--- config.mk ---
export PLATFORM = sky130hd
export DESIGN_NAME = bin2bcd_seq
export DESIGN_NICKNAME = d
export VERILOG_FILES = /design/src/rtl/bin2bcd_seq.sv
export SDC_FILE = /design/constraint.sdc
export NUM_CORES = 1
export LEC_CHECK = 0
export ABC_AREA = 1
export BUFFER_PORTS_ARGS = -buffer_cell sky130_fd_sc_hd__buf_2
export CORE_ASPECT_RATIO = 0.6
export CORE_MARGIN = 5
export CORE_UTILIZATION = 35
export CTS_CLUSTER_SIZE = 25
export DETAILED_ROUTE_END_ITERATION = 16
export GPL_TIMING_DRIVEN = 1
export HOLD_SLACK_MARGIN = 0.05
export PLACE_DENSITY = 0.5
export SLEW_MARGIN = 20
export SYNTH_ARGS = -nofsm -noshare
export SYNTH_HDL_FRONTEND = slang
export SYNTH_SLANG_ARGS = --single-unit
--- constraint.sdc ---
create_clock -name clk -period 2.1 [get_ports clk]
set_clock_uncertainty 0.05 [all_clocks]
set_input_delay 0.42 -clock clk [delete_from_list [all_inputs] [get_ports clk]]
set_output_delay 0.42 -clock clk [all_outputs]
set_load 0.02 [all_outputs]
--- src/rtl/bin2bcd_seq.sv ---
// rtl/bin2bcd_seq.sv - sequential double-dabble binary to packed BCD converter
// One bit per cycle; bcd only updates on the done edge so the display never sees partial sums.
module bin2bcd_seq #(
  parameter int WIDTH  = 24,
  parameter int DIGITS = 8
) (
  input  logic                  clk,
  input  logic                  rst,
  input  logic                  start,
  input  logic [WIDTH-1:0]      bin,
  output logic                  busy,
  output logic                  done,
  output logic [4*DIGITS-1:0]   bcd
);

  localparam int CW = $clog2(WIDTH + 1);
  localparam int BW = 4 * DIGITS;
  localparam logic [CW-1:0] LAST = CW'(WIDTH - 1);

  typedef enum logic {IDLE, SHIFT} state_t;

  state_t          state;
  state_t          state_nxt;
  logic [WIDTH-1:0] sr;
  logic [BW-1:0]   acc;
  logic [BW-1:0]   acc_adj;
  logic [BW-1:0]   acc_nxt;
  logic [CW-1:0]   cnt;
  logic            last;

  assign last = (cnt == LAST);

  // add-3 correction on every digit, then shift the binary MSB into the accumulator
  always_comb begin
    acc_adj = acc;
    for (int d = 0; d < DIGITS; d++) begin
      if (acc[4*d +: 4] >= 4'd5) begin
        acc_adj[4*d +: 4] = acc[4*d +: 4] + 4'd3;
      end
    end
    acc_nxt = (acc_adj << 1) | BW'(sr[WIDTH-1]);
  end

  always_ff @(posedge clk) begin
    if (rst) begin
      state <= IDLE;
    end else begin
      state <= state_nxt;
    end
  end

  always_comb begin
    state_nxt = state;
    case (state)
      IDLE:    if (start) state_nxt = SHIFT;
      SHIFT:   if (last)  state_nxt = IDLE;
      default: state_nxt = IDLE;
    endcase
  end

  always_comb begin
    busy = (state == SHIFT);
  end

  always_ff @(posedge clk) begin
    if (rst) begin
      sr   <= '0;
      acc  <= '0;
      cnt  <= '0;
      bcd  <= '0;
      done <= 1'b0;
    end else begin
      done <= 1'b0;
      case (state)
        IDLE: begin
          if (start) begin
            sr  <= bin;
            acc <= '0;
            cnt <= '0;
          end
        end
        SHIFT: begin
          sr  <= sr << 1;
          acc <= acc_nxt;
          cnt <= cnt + 1'b1;
          if (last) begin
            bcd  <= acc_nxt;
            done <= 1'b1;
          end
        end
        default: ;
      endcase
    end
  end

endmodule

; ---- Word level (Yosys, flattened, before mapping)
; Cells that the tools add are included.
[totals]
regBits = 95
latchBits = 0
n_memories = 0
rom_bits = 0
output_inout_bits = 34
wordCells = 47
ram_bits = 0
in_bits = 27
[op_classes]
add_sub_neg = 9
bitwise = 2
mux = 18
n_mul = 0
shifts = 0
reduce_logical = 2
magnitude_cmp = 8
n_eq_ne = 2
n_div = 0
[ops]
columns = cell, n
row1 = 32-bit case mux with 2 select lines, 1
row2 = 24-bit case mux with 2 select lines, 1
row3 = "4-bit by 3-bit >= comparator with 1-bit output, second input constant", 8
row4 = 32-bit 2-to-1 mux, 1
row5 = 32-bit by 1-bit OR with 32-bit output, 1
row6 = "4-bit by 2-bit adder with 4-bit output, second input constant", 7
row7 = 4-bit 2-to-1 mux, 7
row8 = 24-bit 2-to-1 mux, 1
row9 = 5-bit case mux with 2 select lines, 1
row10 = "5-bit by 1-bit adder with 5-bit output, second input constant", 1
row11 = "5-bit equality test, second input constant", 1
row12 = 5-bit 2-to-1 mux, 1
row13 = "3-bit by 2-bit adder with 3-bit output, second input constant", 1
row14 = 1-bit 2-to-1 mux, 3
row15 = 3-bit 2-to-1 mux, 1
row16 = "2-bit inequality test, second input constant", 1
row17 = 1-bit case mux with 2 select lines, 1
row18 = 2-bit AND reduction, 1
row19 = 2-bit OR reduction, 1
row20 = 1-bit inverter, 1

; ---- Logic depth before layout (Yosys ltp)
[logic_depth]
depth_word = 4
depth_mapped = 9
depth_no_buf = 8

; ---- Worst setup path before layout
; OpenSTA, ideal clock, no wires.
[synth_timing]
path_type = register to register
from = register cnt[0]
to = register bcd[10]
t_required_ns = 1.992
arrival_ns = 1.239
setup_time_ns = 0.058
synth_period_minus_slack_ns = 1.347
slack_ns = 0.753
path_buffers = 1
path_stages_with_launch = 10
cell_sequence = dfxtp_1 ha_1 nand3_1 inv_1 nand3_2 inv_1 nor2_2 buf_2 nand2_1 nand2_1
[synth_via]
elab_chain_cells = 2
[synth_lines]
columns = item, line
row1 = from (decl), 28  ; logic [CW-1:0] cnt;
row2 = from (signal assigned), 85  ; cnt <= cnt + 1'b1;
row3 = 5-bit equality test, 31  ; assign last = (cnt == LAST);
row4 = 2-bit AND reduction (no source line), n/a
row5 = to (signal assigned), 87  ; bcd <= acc_nxt;
row6 = to (decl), 13  ; output logic [4*DIGITS-1:0] bcd
; No other way between the ends.
; A chain may end at the register's enable or synchronous reset.

; ---- Worst setup path after layout
[layout_timing]
from = register state, in the netlist busy
to = output port busy
[layout_rtl]
columns = item, line
row1 = from (decl), 22  ; state_t state;
row2 = from (signal assigned), 48  ; state <= state_nxt;
row3 = to (decl), 11  ; output logic busy,
; No word-level cell between the ends.

==> impl_results.md <==
* Run status: finished clean
* Combinational share of power at 5.7%
* H-tree lvl count at 3
* ANT nets after route at 0
* Syn Inst Count at 632
* Total number of vias at 4089
* Synth Area per Inst at 6.99 µm²
* Peak VDD IR at 416 µV
* FF/Latch Area at 1900 µm²
* Max_cap viols at 0
* Post-Place Cells at 842
* CTS clock-pin slew for the worst setup and hold paths at 70 ps
* Dpl cell area at 4900 µm²
* Design area at 5220 µm²
* Max frequency at 574 MHz
* Final max-slew violation count at 0
* Row count at 31
* CTS tree: yes
* Switch share at 21.7%
* Seq/Total Area, Yosys at 43.1%
* Commonest non-fill, non-tap cell in the layout: nand2_1
* Clock Power Share at 46.0%
* Gpl congestion at 0.801
* Num Clock Sinks at 95
* Sequential Power Share at 48.2%
* Final HPWL DP at 7580 µm
* Area grow syn2layout at 18.2%
* Gr ovfl total at 0
* Final setup violation count at 0
* Power density cells at 737 nW/µm²
* Crit path max fanout at 13
* Die height at 97.0 µm
* Most frequent cells in the layout: 219 x nand2_1, 94 x dfxtp_1, 86 x nand3_1
* Setup Buffers After CTS at 0
* Port Buffers at 60
* IO Count at 61
* First-pass GRT wire length at 18200 µm
* Largest net degree at the start of global routing at 39
* Total die area at 15000 µm²
* Antenna Cells at 0
* Share of post-route cells with drive strength above 1 at 13.4%
* Drt wl/cell at 12.4 µm
* Average vias per placed instance at 4.77
* Hold slack at 336 ps
* Req. time, crit path at 1630 ps
* Total net switching power at 834 µW
* Drt first-iter violations at 227
* Distinct cells, synth at 21
* Area of the multi-input gates at 2110 µm²
* Critical path class: flop to output pin
* Final WL at 10600 µm
* Post-Syn Nets at 676
* Initial Utilization at 36.1%
* CTS root buf: clkbuf_16
* Clock Latency Late Sink at 340 ps
* RSZ-0062 raised after global routing: no
* CTS max path bufs at 2
* Floorplan core area at 12200 µm²
* Synth warn at 0
* TritonCTS Buffers at 9
* Final period util at 83.0%
* Synthesized area at 4420 µm²
* Final-layout fill cell count at 1277
* DRC Markers at 0
* Nets at 732
* Post-layout util at 42.7%
* Post-CTS Hold Fix Bufs at 0
* Worst hold-check path type: input pin to flop
* CP Launch Type: flop
* Die W at 155 µm
* FF+latch count, synth at 95
* Number of global-route vias before repair at 3833
* Worst slew margin at 65.6%
* Internal power at 3.02 mW
* Antenna violations before repair at 1
* Total negative slack at 0 ps
* Worst slew pin tran at 515 ps
* Tmin final at 1740 ps
* Cts repair resizes at 0
* Gr usage total at 14.6%
* Drt first pass iters at 5
* Crit. End Element: output pin
* CP arrival at 1270 ps
* Final Hold Viols at 0
* Post-Layout Cell Count at 858
* Leak at 2.57 nW
## area by class of cell
type                       count  share of cell area [%]
multi-input combinational    438                    40.5
sequential                    95                    36.4
timing repair buffer          72                    7.71
inverter                      72                    5.17
clock buffer                  13                    4.98
tap                          165                    3.95
clock inverter                 3                    1.25
## worst paths after layout
kind	from	endpoint	slack, ps	cells past startpoint
setup / recovery	busy$_SDFF_PP0_	busy	360	2
hold reg to reg	bcd[11]$_SDFFE_PP0P_	bcd[11]$_SDFFE_PP0P_	390	2
setup reg to reg	busy$_SDFF_PP0_	sr[16]$_SDFFE_PP0P_	500	5
hold / removal	bin[18]	sr[18]$_SDFFE_PP0P_	340	5
## layer usage
metal	track usage [%]	routed length, µm
met5	0	18
met1	20.4	5530
met2	22.0	4450
met4	3.87	123
met3	4.19	521
## power by group through the flow
stage | combinational [mW] | sequential (mW) | clock (mW)
detailed placement | 0.223 | 1.90 | 0
global placement | 0.222 | 1.90 | 0
global route | 0.252 | 1.86 | 1.93
CTS | 0.225 | 1.86 | 1.84
floorplan | 0.150 | 1.89 | 0
finish | 0.221 | 1.86 | 1.77
## cell usage after synthesis
cell type	instances	area [µm²]
nand2_1	219	822
dfxtp_1	95	1900
nand3_1	86	430
inv_1	71	267
a21oi_1	54	270
buf_2	21	105
o21ai_0	20	100
ha_1	17	213
nand4_1	17	106
a22oi_1	8	60.1
nor2_1	6	22.5
o211ai_1	5	37.5
buf_1	3	11.3
buf_4	2	15.0
nor2_2	2	12.5
a31o_2	1	8.76
clkbuf_1	1	3.75
inv_2	1	3.75
nand3_2	1	10.0
nor2_4	1	11.3
nor3_1	1	5.00
## worst max-delay path, cell delays in order (launching register included)
cell	delay (ps)
dfxtp_2	530
buf_4	230
buf_2	180
## through the flow
| stage | power [mW] | setup WS (ps) |
|---|---|---|
| floorplan | 2.04 | 753 |
| global placement | 2.12 | 462 |
| detailed placement | 2.12 | 468 |
| CTS | 3.93 | 334 |
| global route | 4.04 | 284 |
| finish | 3.85 | 358 |
## kinds of logic after synthesis
logic type	synth area share, %
AOI/OAI and AO/OA	10.8
DFF	43.1
adders and majority gates	4.82
and+or+nand+nor	32.2
buffers and inverters	9.18
## state kept, by name (all words and copies together), names as in the netlist
| register | flops |
|---|---|
| bcd | 32 |
| sr | 24 |
| done | 1 |
| acc | 32 |
| busy | 1 |
| cnt | 5 |
Note: power is estimated with default switching activity, not from simulation.
